==> src/rtl/receptor_display.sv <==
// Serial display link receiver: synchronises io_* lines, deserialises MSB-first bytes
// into command / frame-buffer writes. Define RX_CMD_DECODE_EN to enable command decode.
module receptor_display #(
  parameter int FRAME_BYTES = 1024,
  parameter int ADDR_W      = 10
) (
  input  logic              clk,
  input  logic              rst_n,
  input  logic              io_sclk,
  input  logic              io_sdin,
  input  logic              io_cs,
  input  logic              io_dc,
  input  logic              io_reset,
  output logic              cmd_valid,
  output logic [7:0]        cmd_byte,
  output logic              wr_en,
  output logic [ADDR_W-1:0] wr_addr,
  output logic [7:0]        wr_data,
  output logic              frame_done,
  output logic              display_on,
  output logic [7:0]        abort_cnt
);
  localparam logic [1:0] ST_IDLE    = 2'd0;
  localparam logic [1:0] ST_SHIFT   = 2'd1;
  localparam logic [1:0] ST_HOLDRST = 2'd2;
  localparam logic [ADDR_W-1:0] LAST_ADDR = ADDR_W'(FRAME_BYTES - 1);

  logic [1:0]        sclk_sync_q, cs_sync_q, rst_sync_q, sdin_sync_q, dc_sync_q;
  logic              sclk_d_q, edge_q, sdin_q, dc_q;
  logic [1:0]        state_q, state_d;
  logic [2:0]        bitcnt_q, bitcnt_d;
  logic [7:0]        shift_q, shift_d;
  logic              cmd_valid_q, cmd_valid_d, wr_en_q, wr_en_d, frame_done_q, frame_done_d;
  logic [7:0]        cmd_byte_q, cmd_byte_d, wr_data_q, wr_data_d, abort_q, abort_d;
  logic [ADDR_W-1:0] addr_q, addr_d;
  logic              disp_q, disp_d;
`ifndef RX_CMD_DECODE_EN
  logic              init_q;
`endif

  // Synchronisers and edge-detect stage; sclk chain idles high so a release never fakes an edge
  always_ff @(posedge clk or negedge rst_n) begin
    if (!rst_n) begin
      sclk_sync_q <= 2'b11;
      sclk_d_q    <= 1'b1;
      cs_sync_q   <= 2'b11;
      rst_sync_q  <= 2'b11;
      edge_q      <= 1'b0;
    end else begin
      sclk_sync_q <= {sclk_sync_q[0], io_sclk};
      sclk_d_q    <= sclk_sync_q[1];
      cs_sync_q   <= {cs_sync_q[0], io_cs};
      rst_sync_q  <= {rst_sync_q[0], io_reset};
      edge_q      <= sclk_sync_q[1] & ~sclk_d_q;
    end
  end

  // Data path: sdin/dc follow the same stage count as the sclk edge
  always_ff @(posedge clk) begin
    sdin_sync_q <= {sdin_sync_q[0], io_sdin};
    dc_sync_q   <= {dc_sync_q[0], io_dc};
    sdin_q      <= sdin_sync_q[1];
    dc_q        <= dc_sync_q[1];
    shift_q     <= shift_d;
  end

  always_comb begin
    state_d      = state_q;
    bitcnt_d     = bitcnt_q;
    shift_d      = shift_q;
    cmd_valid_d  = 1'b0;
    wr_en_d      = 1'b0;
    frame_done_d = 1'b0;
    cmd_byte_d   = cmd_byte_q;
    wr_data_d    = wr_data_q;
    abort_d      = abort_q;
    disp_d       = disp_q;
    addr_d       = addr_q;
    // Address advances the cycle after the write pulse so wr_addr shows the written slot
    if (wr_en_q) addr_d = (addr_q == LAST_ADDR) ? '0 : addr_q + 1'b1;
`ifdef RX_CMD_DECODE_EN
    if (cmd_valid_q) begin
      if (cmd_byte_q == 8'hAF) disp_d = 1'b1;
      if (cmd_byte_q == 8'hAE) disp_d = 1'b0;
      if (cmd_byte_q == 8'h21 || cmd_byte_q == 8'h22) addr_d = '0;
    end
`else
    if (!init_q) disp_d = 1'b1;
`endif
    if (!rst_sync_q[1]) begin
      state_d  = ST_HOLDRST;
      bitcnt_d = '0;
      addr_d   = '0;
      disp_d   = 1'b0;
    end else begin
      case (state_q)
        ST_IDLE: begin
          bitcnt_d = '0;
          if (!cs_sync_q[1]) state_d = ST_SHIFT;
        end
        ST_SHIFT: begin
          if (edge_q) begin
            shift_d  = {shift_q[6:0], sdin_q};
            bitcnt_d = bitcnt_q + 3'd1;
            if (bitcnt_q == 3'd7) begin
              if (dc_q) begin
                wr_en_d      = 1'b1;
                wr_data_d    = shift_d;
                frame_done_d = (addr_q == LAST_ADDR);
              end else begin
                cmd_valid_d = 1'b1;
                cmd_byte_d  = shift_d;
              end
            end
          end
          // A byte completing in the same cycle as cs rise is still delivered
          if (cs_sync_q[1]) begin
            state_d = ST_IDLE;
            if (bitcnt_d != 3'd0 && abort_q != 8'hFF) abort_d = abort_q + 8'd1;
            bitcnt_d = '0;
          end
        end
        ST_HOLDRST: begin
          bitcnt_d = '0;
          addr_d   = '0;
          disp_d   = 1'b0;
          state_d  = ST_IDLE;
        end
        default: state_d = ST_IDLE;
      endcase
    end
  end

  always_ff @(posedge clk or negedge rst_n) begin
    if (!rst_n) begin
      state_q      <= ST_IDLE;
      bitcnt_q     <= '0;
      cmd_valid_q  <= 1'b0;
      wr_en_q      <= 1'b0;
      frame_done_q <= 1'b0;
      cmd_byte_q   <= '0;
      wr_data_q    <= '0;
      abort_q      <= '0;
      addr_q       <= '0;
      disp_q       <= 1'b0;
`ifndef RX_CMD_DECODE_EN
      init_q       <= 1'b0;
`endif
    end else begin
      state_q      <= state_d;
      bitcnt_q     <= bitcnt_d;
      cmd_valid_q  <= cmd_valid_d;
      wr_en_q      <= wr_en_d;
      frame_done_q <= frame_done_d;
      cmd_byte_q   <= cmd_byte_d;
      wr_data_q    <= wr_data_d;
      abort_q      <= abort_d;
      addr_q       <= addr_d;
      disp_q       <= disp_d;
`ifndef RX_CMD_DECODE_EN
      init_q       <= 1'b1;
`endif
    end
  end

  assign cmd_valid  = cmd_valid_q;
  assign cmd_byte   = cmd_byte_q;
  assign wr_en      = wr_en_q;
  assign wr_addr    = addr_q;
  assign wr_data    = wr_data_q;
  assign frame_done = frame_done_q;
  assign display_on = disp_q;
  assign abort_cnt  = abort_q;
endmodule

==> config.mk <==
export PLATFORM = sky130hd
export DESIGN_NAME = receptor_display
export DESIGN_NICKNAME = d
export VERILOG_FILES = /design/src/rtl/receptor_display.sv
export SDC_FILE = /design/constraint.sdc
export NUM_CORES = 1
export LEC_CHECK = 0
export ABC_AREA = 1
export CORE_MARGIN = 5
export CORE_UTILIZATION = 36
export CTS_CLUSTER_DIAMETER = 50
export DETAILED_ROUTE_END_ITERATION = 10
export GPL_ROUTABILITY_DRIVEN = 0
export PLACE_DENSITY = 0.64
export SYNTH_ARGS = -nofsm -noshare
export SYNTH_HDL_FRONTEND = slang
export SYNTH_SLANG_ARGS = --single-unit
==> constraint.sdc <==
create_clock -name clk -period 1.8 [get_ports clk]
set_clock_uncertainty 0.15 [all_clocks]
set_input_delay 0.18 -clock clk [delete_from_list [all_inputs] [get_ports clk]]
set_output_delay 0.18 -clock clk [all_outputs]
set_load 0.01 [all_outputs]
Word-level counts from Yosys, hierarchy flattened

Cells that the tools add are included.
Widths: inputs -> output; s select.

Word-level logic and storage cells: 78
Register bits: 65
Bits of input ports: 7
Output and inout bits: 38

Add/sub/neg operators: 3
Reduce and logical (&&, ||, !) cells: 9
Bitwise logic cells: 3
Equal/unequal tests: 10
Mux-type cells: 32

Operators by type and width:

| cell                  | count |
|---|---|
| $mux 10               | 4 |
| $mux 1                | 18 |
| $mux 3                | 5 |
| $add 10x1->10 const B | 1 |
| $eq 10x10->1 const B  | 1 |
| $reduce_and 5->1      | 2 |
| $add 8x1->8 const B   | 1 |
| $ne 8x8->1 const B    | 1 |
| $mux 2                | 3 |
| $ne 3x2->1 const B    | 2 |
| $ne 3x3->1 const B    | 2 |
| $pmux 3 s2            | 1 |
| $pmux 2 s2            | 1 |
| $reduce_and 4->1      | 1 |
| $add 3x1->3 const B   | 1 |
| $eq 3x3->1 const B    | 1 |
| $ne 3x1->1 const B    | 1 |
| $reduce_and 3->1      | 1 |
| $reduce_bool 3->1     | 1 |
| $eq 2x1->1 const B    | 1 |
| $eq 2x2->1 const B    | 1 |
| $logic_not 2->1       | 1 |
| $not 1->1             | 2 |
| $reduce_and 2->1      | 1 |
| 3 further kinds       | 3 |

Logic depth before layout (Yosys ltp)

Gate-level depths: netlist (run 1).

Depth after elaboration: 7
Mapped depth: 10
Mapped depth without buffers: 9

Worst setup path after synthesis (run 1)

OpenSTA, ideal clock, no wires.

Path kind: register to register
Start: reg bitcnt_q[0]
End: reg abort_q[4], in the netlist abort_cnt[4]
Path buffers: 1
Stages on the path, launching flop included: 11
Period minus slack after synthesis: 1,749 ps
Setup time: 126 ps
Data required time: 1,524 ps
Arrival time: 1,473 ps
Path slack: 51 ps
Cells stage by stage: dfrtp_1 -> ha_1 -> ha_1 -> inv_1 -> nand2_1 -> nand2_1 -> nand3_1 -> nand3_1 -> buf_2 -> nand2_1 -> o21ai_0

Cells in the longest elaborated chain, start to end: 7

Ends and longest elaborated chain:

| element                      | RTL line | source |
|---|---|---|
| start, declared              | 31       | `logic [2:0] bitcnt_q, bitcnt_d;` |
| start signal, assigned       | 151      | `bitcnt_q <= bitcnt_d;` |
| $add 3x1->3                  | 104      | `bitcnt_d = bitcnt_q + 3'd1;` |
| $mux 3 *                     | 102      | `if (edge_q) begin` |
| $mux 3 *                     | 96       | `case (state_q)` |
| $mux 3 *                     | 90       | `if (!rst_sync_q[1]) begin` |
| $reduce_bool 3->1 *          | 119      | `if (bitcnt_d != 3'd0 && abort_q != 8'hFF) abort_d = abort_q + 8'd1;` |
| $logic_and 1x1->1 *          | 119      |  |
| $reduce_and 4->1 (no line) * | n/a      |  |
| end signal, assigned         | 157      | `abort_q <= abort_d;` |
| end, declared                | 34       | `logic [7:0] cmd_byte_q, cmd_byte_d, wr_data_q, wr_data_d, abort_q, abort_d;` |

Mark *: on every way between the ends. The rest lies on a longest branch, timed or not. The select of a mux whose other input is x is not followed.
A chain may end at the register's enable or synchronous reset.

Worst setup path in the final report (run 1)

Start: reg abort_q[0], in the netlist abort_cnt[0]
End: out abort_cnt[0]

RTL lines:

| element       | RTL line | source |
|---|---|---|
| end, declared | 21       | `output logic [7:0] abort_cnt` |

No word-level cell between the ends.

==> results_dict.tcl, run 1 <==
set metrics [dict create \
    netlist_area_sq_um 2640 \
    hold_end "rst_sync_q[0]" \
    worst-r2r-cell-count 9 \
    crit_path_top_delay_cell "clkdlybuf4s50_1" \
    drt_pass1_iterations 4 \
    critPathLaunchType "register" \
    crit_fanout 5 \
    antennaDiodeCount 0 \
    setup_viol 0 \
    ys_seq_area_share_pct 62.2 \
    critical_path.cell_chain "buf_4, clkdlybuf4s50_1" \
    hold_depth 1 \
    dpl.hpwl_mm 3.51 \
    chipWidth_um 95.6 \
    critical_path_buf_inv_count 2 \
    nNetsFinal 347 \
    routedWlPerCell_um 11.6 \
    num_rows 31 \
    synth_seq_cells 65 \
    cp-end-kind "output port" \
    h-tree-depth 3 \
    yosys-top-cells-count "nand2_1 (68), dfrtp_1 (45), inv_1 (41), nor2_1 (22), o21ai_0 (19)" \
    syn_area_per_cell_sq_um 9.70 \
    max_freq_mhz 579 \
    cts_buffers 9 \
    min_path_type "input pin to register" \
    slowest_delay_ns 0.54 \
    yosys.area.top_type_share_pct 42.7 \
    grtUsageMet2_pct 19.4 \
    final_antenna_net_count 0 \
    post-route-period-util_pct 96.0 \
    busiest_layer "met2" \
    grt.overflow.total 0 \
    cts_sinks 65 \
    yosys.area.top_type "dfrtp_1" \
    synth_edf_count 7 \
    antenna_found_initial 0 \
    placed_area_sq_um 3240 \
    status "completed" \
    viasPerCell 4.40 \
    ir_drop_uv 347 \
    coreArea_sq_um 7180 \
    io_pins 45 \
    clk_latency_ns 0.34 \
    tritoncts "yes" \
    syn_nets 283 \
    ys_warn_count 0 \
    hold_violations 0 \
    synth_area_leaders "dfrtp_1 (43%), nand2_1 (9.7%), edfxtp_1 (8.0%)" \
    rrSetupSlack_ns 0.09 \
    grtUsageMet3_pct 2.92 \
    p_leak_nw 1.53 \
    design_area_sq_um 3480 \
    start_util_pct 36.8 \
    clkTransAtPathRegs_ns 0.07 \
    dp.cells 420 \
    r2r-end "abort_cnt[5]" \
    post-route-drc-count 0 \
    synth_cells 272 \
    layout-drive-gt1-share_pct 16.7 \
    fill_cells 677 \
    yosysMostFrequentCell "nand2_1" \
    power_density_nw_per_um2 789 \
    vias 1938 \
    grt_max_degree 35 \
    port_buffers 44 \
    cts_max_path_buffers 2 \
    path_class "register to output port" \
    drt-total-wl_mm 5.12 \
    synth_cell_type_count 27 \
    path_delay_family "buffers and inverters" \
    tns_ns 0 \
    root_buffer "clkbuf_8" \
    reg2reg_from "bitcnt_q[0]" \
    period_needed_ns 1.73 \
    area_delta_synth_final_pct 32.0 \
    grt_first_pass_wirelength_mm 8.60 \
    maxCapViolCount 0 \
    fin_cells 440 \
    grt_pass1_vias 1910 \
    synth_flop_cell "dfrtp_1" \
    dieArea_sq_um 9140 \
    synthArstFlopShare_pct 80.0 \
    arrival_ns 1.40 \
    first_iter_violations 40 \
    die_h_um 95.6 \
    final_util_pct 48.5 \
    use_met1_pct 15.5 \
    cp.required_ns 1.47 \
    drv_slew 0 \
    holdCritStartpoint "io_reset" \
    grt_usage_pct 12.4 \
]
==> worst max-delay path by stage <==
stage                  from      endpoint  cells past startpoint  slack (ns)
6_report       abort_cnt[0]  abort_cnt[0]                      2        0.07
5_1_grt         bitcnt_q[0]  abort_cnt[5]                     10       -0.01
4_1_cts         bitcnt_q[0]  abort_cnt[6]                     10        0.01
3_5_place_dp    bitcnt_q[0]  abort_cnt[6]                     10       0.003
3_3_place_gp    bitcnt_q[0]  abort_cnt[2]                     10        0.09
2_1_floorplan   bitcnt_q[0]  abort_cnt[4]                     10        0.05
==> where the power goes <==
group | internal [mW] | total (mW) | switching [mW]
Clock | 0.498 | 1.07 | 0.575
Sequential | 1.51 | 1.53 | 0.0177
Combinational | 0.0610 | 0.142 | 0.0814
==> per-layer routing <==
layer  part of all wire (%)  wire length [um]  up-vias
met3                    5.0               258       12
met1                     44              2280      887
met4                    2.6               135        0
li1                       -                 -      986
met5                      0                 0        -
met2                     48              2450       53
==> final cells by class <==
type	instances	area [sq um]	area share, %
Clock buffer	9	124	3.56
Clock inverter	7	46.3	1.33
Inverter	41	154	4.42
Multi-Input combinational cell	161	835	24.0
Sequential cell	65	1640	47.1
Tap cell	99	124	3.56
Timing Repair Buffer	58	559	16.1
==> kinds of logic (layout without fill, tap and decap cells) <==
family | count (synthesis) | in the layout | synth area share [%]
flip-flops | 65 | 65 | 62.2
other | 1 | 1 | 0.142
XOR/XNOR | 5 | 5 | 1.66
adder cells (fa/ha/maj) | 4 | 4 | 1.90
AO/OA/AOI/OAI | 36 | 36 | 8.20
buffers and inverters | 46 | 115 | 7.54
AND/OR/NAND/NOR | 115 | 115 | 18.4
==> sequential cells by signal, indices dropped and copies added (netlist names), 2 cells and up <==
| name | cells |
|---|---|
| cs_sync_q | 2 |
| abort_cnt | 8 |
| dc_sync_q | 2 |
| cmd_byte | 8 |
| shift_q | 7 |
| state_q | 2 |
| rst_sync_q | 2 |
| sdin_sync_q | 2 |
| bitcnt_q | 3 |
| wr_addr | 10 |
| sclk_sync_q | 2 |
| wr_data | 8 |
==> stage by stage <==
step,worst slack [ns],hold slack (ns),total power [mW]
2_1_floorplan,0.0506,-0.266,1.61
3_3_place_gp,0.0943,0.0141,1.69
3_5_place_dp,0.00262,0.0178,1.70
4_1_cts,0.0127,0.0780,2.78
5_1_grt,-0.0121,0.0709,2.88
6_report,0.0719,0.0924,2.75
==> what timing repair did <==
item | in CTS | in global routing
gates cloned | 0 | 1
hold endpoints to repair | 18 | 0
setup buffers | 0 | 2
endpoints found under the setup margin | 1 | 12
pin swaps | 0 | 2
gates resized for setup | 1 | 12
hold buffers | 1 | 0
==> cells in the final DEF (no fill, tap or decap), drive strengths merged <==
cell and n:
nor2 23, o21bai 1, dfrtp 45, clkinv 6
a21oi 5, dfxtp 6, buf 14, dfstp 7
ha 4, nand4 5, clkbuf 9, xnor2 2
inv 42, dlygate4sd3 1, nand3 13, o21ai 27
nand2 71, edfxtp 7, conb 1, nor3 2
clkdlybuf4s50 43, xor2 3, o22ai 3, or2 1
Note: power is estimated with default switching activity, not from simulation.
==> run 2: changes to the inputs <==
ABC_AREA = unset   (was 1)
SLEW_MARGIN = 10   (was unset)
==> results_dict.tcl, run 2 <==
set metrics [dict create \
    rrSetupSlack_ns -0.16 \
    critPathLaunchType "register" \
    cp.required_ns 1.87 \
    chipWidth_um 93.5 \
    num_rows 30 \
    fin_ws_ns -0.161 \
    r2r-end "abort_cnt[1]" \
    clkTransAtPathRegs_ns 0.07 \
    viasPerCell 4.64 \
    p_leak_nw 1.54 \
    antennaDiodeCount 0 \
    p_switching_mw 0.657 \
    clk_latency_ns 0.34 \
    synth_compound_area_share_pct 4.84 \
    layout-drive-gt1-share_pct 30.3 \
    clkPwrFrac_pct 43.3 \
    final_antenna_net_count 0 \
    yosys.area.top_type "dfrtp_1" \
    p_comb_share_pct 3.6 \
    synth_mux_area_share_pct 8.52 \
    arrival_ns 2.03 \
    reg2reg_from "bitcnt_q[1]" \
    cts_buffers 9 \
    hold_end "sclk_sync_q[0]" \
    drv_slew 0 \
    tritoncts "yes" \
    grt_max_degree 35 \
    synth_cell_type_count 40 \
    vias 1683 \
    syn_nets 194 \
    netlist_area_sq_um 2510 \
    port_buffers 44 \
    final_util_pct 52.2 \
    fill_cells 616 \
    yosys-top-cells-count "dfrtp_1 (45), mux2_2 (17), nor2_1 (11)" \
    antenna_found_initial 0 \
    synthArstFlopShare_pct 80.0 \
    synth_seq_cells 65 \
    first_iter_violations 81 \
    yosys.area.top_type_share_pct 44.9 \
    synth_xor_area_share_pct 3.49 \
    grt_first_pass_wirelength_mm 8.41 \
    setup_viol 8 \
    synthSimpleGateAreaFrac_pct 15.1 \
    power_density_nw_per_um2 809 \
    synthAdderAreaFrac_pct 1.99 \
    ir_drop_uv 419 \
    synth_top_family_by_area "simple AND/OR/NAND/NOR gates" \
    tns_ns -0.861 \
    cts_sinks 65 \
    rsz0062_at_grt "yes" \
    dp.cells 344 \
    maxCapViolCount 0 \
    io_pins 45 \
    drt-total-wl_mm 4.85 \
    pwr-share-seq_pct 53.1 \
    ys_warn_count 0 \
    grt_pass1_vias 1732 \
    hold_depth 1 \
    coreArea_sq_um 6790 \
    worst-r2r-cell-count 7 \
    ys_seq_area_share_pct 65.4 \
    min_path_type "input pin to register" \
    status "finished, violations left" \
    synth_cells 183 \
    path_class "register to register" \
    dieArea_sq_um 8740 \
    period_needed_ns 1.96 \
    fin_cells 363 \
    die_h_um 93.5 \
    hold_violations 0 \
    final_cell_mix "dfrtp_1 (45), clkdlybuf4s50_1 (43), buf_4 (21), nor2_1 (10), mux2_4 (10)" \
    routedWlPerCell_um 13.3 \
    post-route-drc-count 0 \
    cts_max_path_buffers 2 \
    switching_share_pct 22.9 \
    drt_pass1_iterations 4 \
    start_util_pct 36.9 \
    cp-end-kind "register" \
    h-tree-depth 3 \
    grt_usage_pct 12.5 \
    nNetsFinal 273 \
    yosysMostFrequentCell "dfrtp_1" \
    final_common_cell "dfrtp_1" \
    root_buffer "clkbuf_8" \
    holdCritStartpoint "io_sclk" \
    dpl.hpwl_mm 3.42 \
    dpl_worst_slack_ns -0.191 \
    syn_area_per_cell_sq_um 13.7 \
    area_delta_synth_final_pct 41.2 \
    max_freq_mhz 510 \
    crit_fanout 5 \
    largest_register_ff_count 10 \
    internal_power_mw 2.21 \
    synth_edf_count 7 \
    synth_area_leaders "dfrtp_1 (45%), edfxtp_1 (8.4%), mux2_2 (7.6%)" \
    synth_flop_cell "dfrtp_1" \
    post-route-period-util_pct 109 \
    violations "negative setup slack" \
    grt.overflow.total 0 \
]
==> run 2: cell type report <==
cell class	instances	area, sq um	area share, %
Timing Repair Buffer	68	643	18.1
Multi-Input combinational cell	114	923	26.1
Sequential cell	65	1640	46.3
Clock buffer	9	124	3.49
Tap cell	96	120	3.39
Inverter	4	15.0	0.424
Clock inverter	7	78.8	2.22
==> run 2: power by group through the flow <==
stage	registers [mW]	clock network, mW	logic, mW
after CTS	1.52	1.30	0.108
final	1.52	1.24	0.104
after global routing	1.53	1.35	0.117
after floorplan	1.56	0	0.0219
after detailed placement	1.55	0	0.106
after global placement	1.55	0	0.105
==> run 2: worst max-delay path, cell delays in order, from the launching register on <==
cell and delay, ns:
dfrtp_1 0.39, ha_2 0.20, ha_4 0.27, nor2_2 0.04, a311oi_2 0.19, buf_4 0.17
and2b_2 0.16, mux2_4 0.29
==> run 2: per-layer routing <==
| metal | part of all wire (%) | vias to the layer above | GRT usage [%] | routed length, um |
|---|---|---|---|---|
| li1 | - | 813 | - | - |
| met3 | 4.6 | 4 | 3.38 | 222 |
| met1 | 46 | 833 | 15.9 | 2220 |
| met4 | 0.66 | 0 | 6.59 | 32 |
| met2 | 49 | 33 | 19.2 | 2370 |
| met5 | 0 | - | 0 | 0 |
==> run 2: how the worst max path moves through the flow <==
stage                 from           end  slack (ns)
5_1_grt        bitcnt_q[1]  abort_cnt[1]       -0.24
3_3_place_gp   bitcnt_q[1]  abort_cnt[1]       -0.16
3_5_place_dp   bitcnt_q[1]  abort_cnt[1]       -0.19
6_report       bitcnt_q[1]  abort_cnt[1]       -0.16
4_1_cts        bitcnt_q[0]  abort_cnt[1]       -0.16
2_1_floorplan  bitcnt_q[0]  abort_cnt[1]       -0.26
==> run 2: cell families after synthesis <==
family | count (synthesis)
compound gates | 19
xor+xnor | 10
fa+ha+maj | 4
buf+inv | 4
flops | 65
mux | 19
other cells | 1
simple gates | 61
==> run 2: what timing repair did <==
action,CTS,global route
endpoints found under the setup margin,8,8
gates resized for setup,2,1
hold buffers,1,0
setup buffers,3,0
hold endpoints to repair,18,0
pin swaps,5,3
==> run 2: stage by stage <==
stage	hold WS, ns	cell area, sq um	power [mW]
final	0.103	3540	2.87
after global routing	0.0872	3540	2.99
after global placement	0.0197	3300	1.65
after floorplan	-0.266	2570	1.58
after detailed placement	0.0272	3300	1.66
after CTS	0.0809	3540	2.93
==> run 3: changes to the inputs <==
ABC_CLOCK_PERIOD_IN_PS = 1800   (was unset)
==> results of run 3 <==
The final DEF is identical to that of run 2; final timing and power are the same.
